File: src/rtl/parking_lot_controller.sv
// ============================================================================
// parking_lot_controller
// ----------------------------------------------------------------------------
// Eight-space parking lot controller. Cars request entry or exit; the block
// allocates the lowest-index free space on entry, releases a named space on
// exit, and holds the gate open for GATE_CYCLES cycles after each accepted
// request. Requests are only looked at while the gate is closed (IDLE).
//
// Optional feature macro: PARKING_STATS_EN
//   defined   -> total_entries counts accepted entries, saturating at 16'hFFFF
//   undefined -> total_entries is tied to zero, no counter is built
//
// Parameters
//   GATE_CYCLES   cycles gate_open stays high per accepted request (1..15)
//
// Ports
//   clk            in   single clock, rising edge
//   rst            in   synchronous active-high reset
//   enter_req      in   level, car at entry gate wants a space
//   exit_req       in   level, car at exit gate releases exit_number
//   exit_number    in   [2:0] space being vacated (used only with exit_req)
//   park_number    out  [2:0] last allocated/released space (registered)
//   park_valid     out  one-cycle pulse, park_number just updated
//   enter_ack      out  one-cycle pulse, entry accepted
//   exit_ack       out  one-cycle pulse, exit accepted
//   enter_err      out  one-cycle pulse, entry rejected (lot full)
//   exit_err       out  one-cycle pulse, exit rejected (space not occupied)
//   gate_open      out  high while the gate is held open
//   occupancy      out  [7:0] bit i set = space i occupied
//   free_count     out  [3:0] number of free spaces, 0..8 (registered)
//   full           out  free_count == 0
//   empty          out  free_count == 8
//   total_entries  out  [15:0] accepted-entry count (see macro above)
// ============================================================================
module parking_lot_controller #(
    parameter int unsigned GATE_CYCLES = 4
) (
    input  logic        clk,
    input  logic        rst,
    input  logic        enter_req,
    input  logic        exit_req,
    input  logic [2:0]  exit_number,
    output logic [2:0]  park_number,
    output logic        park_valid,
    output logic        enter_ack,
    output logic        exit_ack,
    output logic        enter_err,
    output logic        exit_err,
    output logic        gate_open,
    output logic [7:0]  occupancy,
    output logic [3:0]  free_count,
    output logic        full,
    output logic        empty,
    output logic [15:0] total_entries
);

    // ------------------------------------------------------------------
    // FSM encoding
    // ------------------------------------------------------------------
    localparam logic [0:0] ST_IDLE = 1'b0;
    localparam logic [0:0] ST_GATE = 1'b1;

    // Gate counter is loaded with GATE_CYCLES-1 on entry to GATE and the
    // FSM leaves GATE on the edge where it reads zero, giving exactly
    // GATE_CYCLES cycles with gate_open high.
    localparam logic [3:0] GATE_LOAD = 4'(GATE_CYCLES - 1);

    // ------------------------------------------------------------------
    // State registers
    // ------------------------------------------------------------------
    logic [0:0] state_q,     state_d;
    logic [3:0] cnt_q,       cnt_d;
    logic [7:0] occ_q,       occ_d;
    logic [3:0] free_q,      free_d;
    logic [2:0] park_q,      park_d;
    logic       valid_q,     valid_d;
    logic       enter_ack_q, enter_ack_d;
    logic       exit_ack_q,  exit_ack_d;
    logic       enter_err_q, enter_err_d;
    logic       exit_err_q,  exit_err_d;

    // ------------------------------------------------------------------
    // Lowest-index free space search
    // ------------------------------------------------------------------
    logic [2:0] free_idx;
    logic       free_found;

    always_comb begin
        free_idx   = '0;
        free_found = 1'b0;
        for (int unsigned i = 0; i < 8; i++) begin
            if (!occ_q[i] && !free_found) begin
                free_idx   = 3'(i);
                free_found = 1'b1;
            end
        end
    end

    // ------------------------------------------------------------------
    // Next-state logic
    // ------------------------------------------------------------------
    always_comb begin
        state_d     = state_q;
        cnt_d       = cnt_q;
        occ_d       = occ_q;
        free_d      = free_q;
        park_d      = park_q;
        valid_d     = 1'b0;
        enter_ack_d = 1'b0;
        exit_ack_d  = 1'b0;
        enter_err_d = 1'b0;
        exit_err_d  = 1'b0;

        case (state_q)
            ST_IDLE: begin
                // Exit has priority; a concurrent entry simply stays pending
                // and is looked at again on the next IDLE cycle.
                if (exit_req) begin
                    if (occ_q[exit_number]) begin
                        occ_d[exit_number] = 1'b0;
                        free_d             = free_q + 4'd1;
                        park_d             = exit_number;
                        valid_d            = 1'b1;
                        exit_ack_d         = 1'b1;
                        state_d            = ST_GATE;
                        cnt_d              = GATE_LOAD;
                    end else begin
                        exit_err_d = 1'b1;
                    end
                end else if (enter_req) begin
                    if (free_found) begin
                        occ_d[free_idx] = 1'b1;
                        free_d          = free_q - 4'd1;
                        park_d          = free_idx;
                        valid_d         = 1'b1;
                        enter_ack_d     = 1'b1;
                        state_d         = ST_GATE;
                        cnt_d           = GATE_LOAD;
                    end else begin
                        enter_err_d = 1'b1;
                    end
                end
            end

            ST_GATE: begin
                // Requests are ignored while the gate is open.
                if (cnt_q == 4'd0) begin
                    state_d = ST_IDLE;
                end else begin
                    cnt_d = cnt_q - 4'd1;
                end
            end

            default: begin
                state_d = ST_IDLE;
            end
        endcase
    end

    // ------------------------------------------------------------------
    // Sequential state
    // ------------------------------------------------------------------
    always_ff @(posedge clk) begin
        if (rst) begin
            state_q     <= ST_IDLE;
            cnt_q       <= '0;
            occ_q       <= '0;
            free_q      <= 4'd8;
            park_q      <= '0;
            valid_q     <= 1'b0;
            enter_ack_q <= 1'b0;
            exit_ack_q  <= 1'b0;
            enter_err_q <= 1'b0;
            exit_err_q  <= 1'b0;
        end else begin
            state_q     <= state_d;
            cnt_q       <= cnt_d;
            occ_q       <= occ_d;
            free_q      <= free_d;
            park_q      <= park_d;
            valid_q     <= valid_d;
            enter_ack_q <= enter_ack_d;
            exit_ack_q  <= exit_ack_d;
            enter_err_q <= enter_err_d;
            exit_err_q  <= exit_err_d;
        end
    end

    // ------------------------------------------------------------------
    // Entry statistics
    // ------------------------------------------------------------------
`ifdef PARKING_STATS_EN
    logic [15:0] entries_q;

    always_ff @(posedge clk) begin
        if (rst) begin
            entries_q <= '0;
        end else if (enter_ack_d && (entries_q != '1)) begin
            entries_q <= entries_q + 16'd1;
        end
    end

    assign total_entries = entries_q;
`else
    assign total_entries = '0;
`endif

    // ------------------------------------------------------------------
    // Outputs
    // ------------------------------------------------------------------
    assign park_number = park_q;
    assign park_valid  = valid_q;
    assign enter_ack   = enter_ack_q;
    assign exit_ack    = exit_ack_q;
    assign enter_err   = enter_err_q;
    assign exit_err    = exit_err_q;
    assign gate_open   = (state_q == ST_GATE);
    assign occupancy   = occ_q;
    assign free_count  = free_q;
    assign full        = (free_q == 4'd0);
    assign empty       = (free_q == 4'd8);

endmodule

File: config.mk
export PLATFORM = sky130hd
export DESIGN_NAME = parking_lot_controller
export DESIGN_NICKNAME = d
export VERILOG_FILES = /design/src/rtl/parking_lot_controller.sv
export SDC_FILE = /design/constraint.sdc
export NUM_CORES = 1
export LEC_CHECK = 0
export CAP_MARGIN = 10
export CORE_MARGIN = 3
export CORE_UTILIZATION = 43
export DETAILED_ROUTE_END_ITERATION = 8
export GPL_ROUTABILITY_DRIVEN = 1
export PLACE_DENSITY = 0.75
export SLEW_MARGIN = 20
export SYNTH_ARGS = -nofsm -noshare
export SYNTH_HDL_FRONTEND = slang
export SYNTH_SLANG_ARGS = --single-unit
File: constraint.sdc
create_clock -name clk -period 3 [get_ports clk]
set_input_delay 0.6 -clock clk [delete_from_list [all_inputs] [get_ports clk]]
set_output_delay 0.6 -clock clk [all_outputs]
set_load 0.01 [all_outputs]
==> results of run 1 <==
## power groups by stage
| stage | Sequential, mW | Combinational [mW] | Clock [mW] |
|---|---|---|---|
| after floorplan | 0.390 | 0.139 | 0 |
| after global placement | 0.385 | 0.203 | 0 |
| after detailed placement | 0.387 | 0.209 | 0 |
| after CTS | 0.379 | 0.210 | 0.165 |
| after global routing | 0.384 | 0.230 | 0.175 |
| final | 0.379 | 0.209 | 0.158 |
## state kept, by name (all words and copies together), names as in the netlist
signal       count
cnt_q            4
enter_ack        1
enter_err        1
exit_ack         1
exit_err         1
free_count       4
gate_open        1
occupancy        8
park_number      3
park_valid       1
## worst max-delay path: stages
cell	delay, ns
clkdlybuf4s50_1	0.64
buf_4	0.22
nand2b_1	0.06
o2bb2ai_1	0.39
or3_1	0.36
nand2_1	0.15
a211oi_1	0.23
## cells by family (layout without fill, tap and decap cells)
group / count (synthesis) / in the layout
AND/OR/NAND/NOR: 57 / 57
AO/OA/AOI/OAI: 40 / 40
buffers and inverters: 31 / 46
flip-flops: 25 / 25
adder cells (fa/ha/maj): 4 / 4
XOR/XNOR: 4 / 4
multiplexers: 3 / 3
other: 1 / 16
## per-layer routing
| metal | vias up | share of wire [%] | routed length, um | track usage, % |
|---|---|---|---|---|
| met2 | 63 | 48 | 1610 | 29.3 |
| met3 | 9 | 6.2 | 210 | 2.77 |
| met1 | 602 | 44 | 1500 | 22.8 |
| met5 | - | 0 | 0 | 0 |
| li1 | 632 | - | - | - |
| met4 | 0 | 1.8 | 61 | 5.01 |
## worst max path at each step
stage | from | endpoint | slack [ns] | cells after the start
6_report | exit_number[0] | free_count[2]$_SDFFE_PP0P_ | 0.59 | 7
5_1_grt | exit_number[0] | free_count[2]$_SDFFE_PP0P_ | 0.47 | 7
4_1_cts | exit_number[0] | free_count[2]$_SDFFE_PP0P_ | 0.61 | 7
3_5_place_dp | exit_number[0] | free_count[2]$_SDFFE_PP0P_ | 0.25 | 7
3_3_place_gp | exit_number[0] | free_count[2]$_SDFFE_PP0P_ | 0.32 | 7
2_1_floorplan | exit_number[1] | occupancy[4]$_SDFFE_PP0P_ | 0.93 | 7
## final cells by class
| cell class | count | area [um2] |
|---|---|---|
| timing repair buffer | 33 | 320 |
| clock inverter | 1 | 7.51 |
| multi-input combinational | 124 | 837 |
| tap | 44 | 55.1 |
| sequential | 25 | 500 |
| inverter | 9 | 33.8 |
| clock buffer | 3 | 22.5 |
| fill | 296 | 1380 |
## metrics by stage
stage / utilization [%] / setup WS [ns] / hold WS (ns) / total power, mW
5_1_grt: 56.3 / 0.468 / 0.532 / 0.789
6_report: 56.3 / 0.588 / 0.510 / 0.747
4_1_cts: 56.3 / 0.614 / 0.514 / 0.755
2_1_floorplan: - / 0.926 / 0.493 / 0.529
3_5_place_dp: 55.4 / 0.255 / 0.495 / 0.596
3_3_place_gp: 55.4 / 0.322 / 0.473 / 0.588
## cells in the mapped netlist (2+ instances only)
cell       instances
o41ai_2            2
xor2_1             2
nand4_1            5
a211oi_1           5
and2_1             2
buf_2              2
dfxtp_1           25
nor2b_1            5
buf_4             17
nand2_1           10
inv_1              9
clkbuf_1           2
a32o_1             4
nor4_1             2
o31ai_1            2
nand3_1            4
o2bb2ai_1          2
or4_1              2
mux2i_1            2
a21oi_1            8
nor2_1            12
o21ai_0            4
a31oi_1            2
ha_1               3
xnor2_1            2
nor3_1             4
nand2b_1           2
nor3b_1            2
==> metrics, run 1 <==
die footprint=4160 um2; Crit Path Class=input pin to register; final cycle utilization of the critical path=between 80% and 90%; area share of the leading cell type in the synthesized netlist=between 30 and 40%; count of state elements after synthesis=25; post-synth cell types=50; basic-gate share of the synthesized area counting and, or, nand and nor cells=21.9%; hold_sp=park_number[2]$_SDFFE_PP0P_; final net count=~210; routed wirelength normalized by instance count=between 10 and 15 um; source-to-sink clock delay at the later pin of the worst-skew pair=0.33 ns; Final Cell Area=approximately 1800 um2; placed insts=around 240; total leakage power=0.673 nW; worst min-delay path category=register to register; clock tree from TritonCTS=built; status=finished clean; fmax=a little over 0.4 GHz; Area after DPL=between 1500 and 2000 um2; most common library cell in the layout ignoring fill and taps=clkdlybuf4s50_1; portion of the post-synthesis area used by sequential elements=between 30% and 40%; pin count of the biggest net entering global routing=21; number of port buffers=29; via density per instance=between 5 and 6; Ports=between 40 and 50; horizontal die dimension=~64 um; number of enable-type register cells in the synthesized netlist=0; Critical Path RT=around 3.3 ns; sink of the worst hold path=park_number[2]$_SDFFE_PP0P_; sequential group share of total power=about half; Min Clock Period, post-route=2.41 ns; critical path data arrival time=roughly 2.7 ns; Synth warnings=0; total standard cell area after synthesis=between 1000 and 1500 um2; cell area power density=420 nW/um2; cts repair resizes=0; number of vias in the routed layout=roughly 1300; Post-CTS Hold Fix Bufs=0; worst-case reg-to-reg path depth=5; top cells by area, synth=dfxtp_1 34%, buf_4 8.7%, nor2_1 3.1%, a21oi_1 2.7%, a32o_1 2.7%; Core Area=roughly 3200 um2; post-detailed-route DRC marker count=0; slack of the worst reg-to-reg path=between 1 and 1.5 ns; worst reg2reg path startpoint=occupancy[1]$_SDFFE_PP0P_; mux share of post-synthesis cell area=under 10%; area share of xor/xnor cells in the synthesized design=2.38%; fin cells=between 200 and 250; Max FO, Critical Path=8; most frequent cells in the layout=29 x clkdlybuf4s50_1, 25 x dfxtp_1, 16 x conb_1, 12 x nor2_1, 10 x nand2_1; sum of net half-perimeters after detailed placement=2630 um; count of pins over their slew limit=0; length of the first detailed-routing pass in iterations=4; final-report hold violation count=0; routability-driven placement congestion ratio=roughly 0.89; Synth Flop Type=dfxtp_1; internal cell power=0.507 mW; worst ir drop on vdd=about 220 uV; biggest area consumer among synthesized cells=dfxtp_1; DRT Wirelength=3390 um; max-cap violations=0; total routing usage reported by global routing=17.3%; average instance area after synthesis=just under 9 um2; post-synthesis share of cell area spent on full adders, half adders and majority gates=slightly below 4%; global-route wire length before repair=5910 um; Root Driver=clkbuf_4; clk buf depth=2; fraction of power consumed by combinational cells=roughly 28%; sort of element at the start of the critical path=input pin; share of the synthesized area in compound gates (AO/OA/AOI/OAI)=between 20% and 30%; proportion of total power due to net switching=between 30% and 40%; unrepaired setup endpoints after global routing=no; post-CTS clock slew at the launch and capture registers of the worst setup and hold paths=~0.14 ns; Diodes inserted=0; DRT iter0 DRCs=33; number of antenna violations at the first check in global routing=0; effective utilization at floorplan=46.7%; number of CTS-inserted buffers=3; total negative slack=0 ns; ys async rst share=0%; cell count after synthesis=165; dominant combinational cell family by area after synthesis=compound AO/OA/AOI/OAI gates; ratio of cells with drive above 1 in the final layout=9.23%; number of cell rows=20; number of global-route vias before repair=~1300; total congestion overflow=0; endpoint class of the critical path=register; share of power burned in the clock network=a little over a fifth; Psw=about 0.24 mW; vertical extent of the die=~64 um; Setup Skew=approximately 0.004 ns; Routed Antenna Nets=0; final setup violation count=0; total number of clock tree sinks=25; area delta synth->final=20.7%; number of cells on the worst hold path=2; post-CTS setup-driven buffer insertion count=0; htree depth=1; FF-to-FF End=occupancy[6]$_SDFFE_PP0P_
Note: power is estimated with default switching activity, not from simulation.
==> run 2, diff against run 1 <==
clock period = 2.3 ns   (was 3 ns; I/O delays follow)
==> run 2 against run 1 <==
Global-route usage up 1.1 points. Utilization up 4.8 points. Total power up 36%. Combinational power up 49%. Worst setup slack worse by 0.43 ns. Design area up 8.5%. Wire length up 9.6%. First-iteration DRC count rose to 2.6 times the previous value. Flip-flop and latch count unchanged. Clock skew up 0.0021 ns. Critical path depth down 5. Critical path type is now register to output port.
==> metrics, run 2 (synthesis results as in run 1) <==
Routed Antenna Nets=0 (unchanged); htree depth=1 (unchanged); total congestion overflow=0 (unchanged); number of vias in the routed layout=1382 (was 1306); delay of the slowest critical-path stage=0.60 ns (was 0.64 ns); clk buf depth=2 (unchanged); number of port buffers=29 (unchanged); Critical Path RT=1.84 ns (was 3.25 ns); effective utilization at floorplan=46.7% (unchanged); post-detailed-route DRC marker count=0 (unchanged); sum of net half-perimeters after detailed placement=2990 um (was 2630 um); length of the first detailed-routing pass in iterations=4 (unchanged); source-to-sink clock delay at the later pin of the worst-skew pair=0.32 ns (was 0.33 ns); most common library cell in the layout ignoring fill and taps=clkdlybuf4s50_1 (unchanged); Core Area=3150 um2 (unchanged); vertical extent of the die=64.5 um (unchanged); routability-driven placement congestion ratio=0.912 (was 0.894); Area after DPL=1900 um2 (was 1750 um2); number of global-route vias before repair=1371 (was 1275); combined buffer and inverter count along the critical path=1 (was 2); Max stage delay cell, worst path=clkdlybuf4s50_1 (unchanged); final setup violation count=0 (unchanged); ratio of cells with drive above 1 in the final layout=17.7% (was 9.23%); Setup Skew=0.00609 ns (was 0.00399 ns); final net count=227 (was 207); max-cap violations=0 (unchanged); die footprint=4160 um2 (unchanged); overall power after layout=1.01 mW (was 0.747 mW); Ports=46 (unchanged); via density per instance=5.34 (was 5.46); clock tree from TritonCTS=built (unchanged); total number of clock tree sinks=25 (unchanged); Post-CTS Hold Fix Bufs=0 (unchanged); horizontal die dimension=64.5 um (unchanged); Max FO, Critical Path=7 (was 8); routed wirelength normalized by instance count=14.3 um (was 14.2 um); Final Cell Area=1930 um2 (was 1780 um2); Root Driver=clkbuf_4 (unchanged); area delta synth->final=31.0% (was 20.7%); worst ir drop on vdd=235 uV (was 221 uV); post-CTS clock slew at the launch and capture registers of the worst setup and hold paths=0.15 ns (was 0.14 ns); minimum setup slack in the final design=0.155 ns (was 0.588 ns); final cycle utilization of the critical path=93.3%; Crit Path Class=register to output port (was input pin to register); post-CTS setup-driven buffer insertion count=0 (unchanged); status=finished clean (unchanged); global-route wire length before repair=6110 um (was 5910 um); number of cell rows=20 (unchanged); most frequent cells in the layout=29 x clkdlybuf4s50_1, 25 x dfxtp_1, 24 x buf_4, 16 x conb_1, 12 x nor2_1 (was 29 x clkdlybuf4s50_1, 25 x dfxtp_1, 16 x conb_1, 12 x nor2_1, 10 x nand2_1); fin cells=259 (was 239); number of antenna violations at the first check in global routing=0 (unchanged); sort of element at the start of the critical path=register (was input pin); cts repair resizes=0 (unchanged); total leakage power=0.772 nW (was 0.673 nW); Min Clock Period, post-route=2.15 ns; cells traversed along the worst timing path=nor4b_1, clkdlybuf4s50_1 (was clkdlybuf4s50_1, buf_4, nand2b_1, o2bb2ai_1, or3_1, nand2_1, a211oi_1); number of CTS-inserted buffers=3 (unchanged); critical path data arrival time=1.69 ns (was 2.66 ns); unrepaired setup endpoints after global routing=no (unchanged); count of pins over their slew limit=0 (unchanged); endpoint class of the critical path=output port (was register); filler cell count=293 (was 296); cell area power density=527 nW/um2 (was 420 nW/um2); total routing usage reported by global routing=18.5% (was 17.3%); worst min-delay path category=register to register (unchanged); fmax=roughly 0.47 GHz; Diodes inserted=0 (unchanged); kind of cell with the highest combined delay on the critical path=buffers and inverters (unchanged); final-report hold violation count=0 (unchanged); DRT iter0 DRCs=85 (was 33); pin count of the biggest net entering global routing=20 (was 21); placed insts=255 (was 235); Setup WS pre-CTS=-0.196 ns (was 0.255 ns); DRT Wirelength=3720 um (was 3390 um); max reg flops=8 (unchanged)
[run 2: cell types whose count changed in the layout (fill, tap and decap cells not counted), sizes merged]
cell,delta
buf,+20
[run 2: report_power, final]
part | switching (mW) | internal [mW] | leakage [nW]
registers | 0.0313 | 0.463 | 0.204
logic | 0.150 | 0.162 | 0.553
clock network | 0.142 | 0.0665 | 0.0139
[run 2: path summary, 6_finish.rpt]
path / start / endpoint / slack (ns) / cells after the start
worst max-delay path: free_count[0]$_SDFFE_PP0P_ / empty / 0.15 / 2
worst min-delay path: park_number[2]$_SDFFE_PP0P_ / park_number[2]$_SDFFE_PP0P_ / 0.49 / 2
worst max register to register: occupancy[1]$_SDFFE_PP0P_ / occupancy[6]$_SDFFE_PP0P_ / 0.33 / 5
worst min register to register: park_number[2]$_SDFFE_PP0P_ / park_number[2]$_SDFFE_PP0P_ / 0.49 / 2
[run 2: through the flow]
step	util (%)	hold slack [ns]	TNS, ns
floorplan	-	0.493	0
detailed placement	60.2	0.480	-2.49
finish	61.1	0.493	0
CTS	61.1	0.499	0
global placement	60.2	0.474	-1.58
global route	61.1	0.537	0
[run 2: per-layer routing]
layer,wire length [um],vias up,global-route usage (%),share of wire (%)
met2,1910,43,35.2,51
met3,166,9,2.95,4.5
li1,-,672,-,-
met4,52,0,5.28,1.4
met1,1590,658,21.0,43
met5,0,-,0,0
[run 2: layout make-up]
type	count	area, um2	share of cell area [%]
Sequential cell	25	500	26.0
Multi-Input combinational cell	124	837	43.4
Timing Repair Buffer	53	470	24.4
Inverter	9	33.8	1.75
Clock inverter	1	7.51	0.390
Clock buffer	3	22.5	1.17
Tap cell	44	55.1	2.86
[run 2: worst min-delay path, stage by stage (launching register included)]
cell and delay, ns:
dfxtp_1 0.34, nand4_1 0.06, o31ai_1 0.06
==> run 3, diff against run 2 <==
DONT_BUFFER_PORTS = 1   (was unset)
PLACE_DENSITY = 0.58   (was 0.75)
==> run 3 against run 2 <==
Worst hold slack got worse by 0.33 ns. Clock power increased by 4%. Worst setup slack improved by 0.11 ns. Highest routed layer unchanged. Design area decreased by 23%.
==> metrics, run 3 (synthesis results as in run 1) <==
Routed Antenna Nets=0 (unchanged); post-detailed-route DRC marker count=0 (unchanged); pin count of the biggest net entering global routing=21 (was 20); total leakage power=0.569 nW (was 0.772 nW); proportion of total power due to net switching=33.2% (was 31.9%); source-to-sink clock delay at the later pin of the worst-skew pair=0.33 ns (was 0.32 ns); final setup violation count=0 (unchanged); Crit Path Class=register to register (was register to output port); number of port buffers=0 (was 29); sort of element at the start of the critical path=register (unchanged); max reg flops=8 (unchanged); vertical extent of the die=64.5 um (unchanged); most common library cell in the layout ignoring fill and taps=dfxtp_1 (was clkdlybuf4s50_1); share of power burned in the clock network=23.9% (was 20.5%); Diodes inserted=0 (unchanged); htree depth=1 (unchanged); Final Cell Area=1490 um2 (was 1930 um2); horizontal die dimension=64.5 um (unchanged); ratio of cells with drive above 1 in the final layout=10.8% (was 17.7%); unrepaired setup endpoints after global routing=no (unchanged); Min Clock Period, post-route=2.04 ns (was 2.15 ns); Max FO, Critical Path=10 (was 7); post-route worst hold slack=0.168 ns (was 0.493 ns); Setup WS pre-CTS=0.317 ns (was -0.196 ns); most frequent cells in the layout=25 x dfxtp_1, 16 x conb_1, 12 x nor2_1, 10 x nand2_1, 9 x inv_1 (was 29 x clkdlybuf4s50_1, 25 x dfxtp_1, 24 x buf_4, 16 x conb_1, 12 x nor2_1); worst ir drop on vdd=202 uV (was 235 uV); DRT iter0 DRCs=58 (was 85); routed wirelength normalized by instance count=16.1 um (was 14.3 um); cell area power density=608 nW/um2 (was 527 nW/um2); Least-Margin Pin Slew=about 0.58 ns; clk buf depth=2 (unchanged); total number of clock tree sinks=25 (unchanged); Setup Skew=0.00712 ns (was 0.00609 ns); minimum setup slack in the final design=0.265 ns (was 0.155 ns); final net count=178 (was 227); fmax=0.491 GHz (was 0.466 GHz); final-report hold violation count=0 (unchanged); count of pins over their slew limit=0 (unchanged); routability-driven placement congestion ratio=0.831 (was 0.912); area delta synth->final=1.02% (was 31.0%); Area after DPL=1460 um2 (was 1900 um2); Post-CTS Hold Fix Bufs=0 (unchanged); max-cap violations=0 (unchanged); total congestion overflow=0 (unchanged); Psw=0.300 mW (was 0.323 mW); post-CTS setup-driven buffer insertion count=0 (unchanged); Critical Path RT=2.55 ns (was 1.84 ns); number of CTS-inserted buffers=3 (unchanged); headroom to the max-slew limit=60.7%; Root Driver=clkbuf_4 (unchanged); sequential group share of total power=56.3% (was 48.7%); total routing usage reported by global routing=16.8% (was 18.5%); worst min-delay path category=input pin to register (was register to register); internal cell power=0.604 mW (was 0.691 mW); status=finished clean (unchanged); sum of net half-perimeters after detailed placement=2520 um (was 2990 um); die footprint=4160 um2 (unchanged); global-route wire length before repair=5600 um (was 6110 um); via density per instance=5.72 (was 5.34); number of global-route vias before repair=1131 (was 1371); Ports=46 (unchanged); area used by multi-input combinational logic=837 um2 (unchanged); number of vias in the routed layout=1201 (was 1382); cts repair resizes=0 (unchanged); DRT Wirelength=3380 um (was 3720 um); fraction of power consumed by combinational cells=19.8% (was 30.7%); critical path data arrival time=2.28 ns (was 1.69 ns); Core Area=3150 um2 (unchanged); final cycle utilization of the critical path=88.5% (was 93.3%); post-CTS clock slew at the launch and capture registers of the worst setup and hold paths=0.15 ns (about the same); clock tree from TritonCTS=built (unchanged); number of antenna violations at the first check in global routing=0 (unchanged); length of the first detailed-routing pass in iterations=4 (unchanged); number of cell rows=20 (unchanged); total area of sequential cells=500 um2 (unchanged); effective utilization at floorplan=46.7% (unchanged); total negative slack=0 ns (unchanged); filler cell count=346 (was 293); endpoint class of the critical path=register (was output port)
==> run 3: cell count changes in the layout (fill, tap and decap cells not counted), sizes merged <==
cell / before / now
buf: 24 / 4
clkdlybuf4s50: 29 / 0
==> run 3: routing by layer <==
metal / track usage (%) / wire (um) / vias to the layer above
met1: 22.6 / 1550 / 566
met4: 5.80 / 51 / 0
met5: 0 / 0 / -
li1: - / - / 576
met2: 26.8 / 1510 / 52
met3: 3.47 / 271 / 7
==> run 3: through the flow <==
step / power (mW) / cells / util (%)
after detailed placement: 0.698 / 206 / 46.2
after floorplan: 0.690 / 180 / -
after CTS: 0.908 / 210 / 47.1
after global routing: 0.955 / 210 / 47.1
after global placement: 0.692 / 206 / 46.2
final: 0.904 / 210 / 47.1
==> run 3: path summary, 6_finish.rpt <==
check | start | to | slack (ns) | depth (start not counted)
worst max-delay path | occupancy[3]$_SDFFE_PP0P_ | park_number[0]$_SDFFE_PP0P_ | 0.26 | 5
worst min-delay path | rst | occupancy[2]$_SDFFE_PP0P_ | 0.17 | 1
worst max register to register | occupancy[3]$_SDFFE_PP0P_ | park_number[0]$_SDFFE_PP0P_ | 0.26 | 5
worst min register to register | park_number[2]$_SDFFE_PP0P_ | park_number[2]$_SDFFE_PP0P_ | 0.56 | 2
==> run 3: power groups by stage <==
| stage | Clock, mW | Combinational, mW | Sequential (mW) |
|---|---|---|---|
| finish | 0.216 | 0.179 | 0.508 |
| detailed placement | 0 | 0.179 | 0.518 |
| CTS | 0.220 | 0.180 | 0.509 |
| global placement | 0 | 0.176 | 0.517 |
| floorplan | 0 | 0.181 | 0.508 |
| global route | 0.238 | 0.203 | 0.514 |
==> run 3: layout make-up <==
class                           instances  area share [%]
Tap cell                               44            3.70
Sequential cell                        25            33.7
Multi-Input combinational cell        124            56.3
Inverter                                9            2.27
Timing Repair Buffer                    4            2.02
Clock buffer                            3            1.52
Clock inverter                          1           0.505
==> run 3: worst max-delay path, stage by stage (launching register included) <==
cell and delay [ns]:
dfxtp_1 0.50, mux2i_1 0.17, a221o_1 0.43, nor3_4 0.40, nor2_4 0.13, o41ai_2 0.32
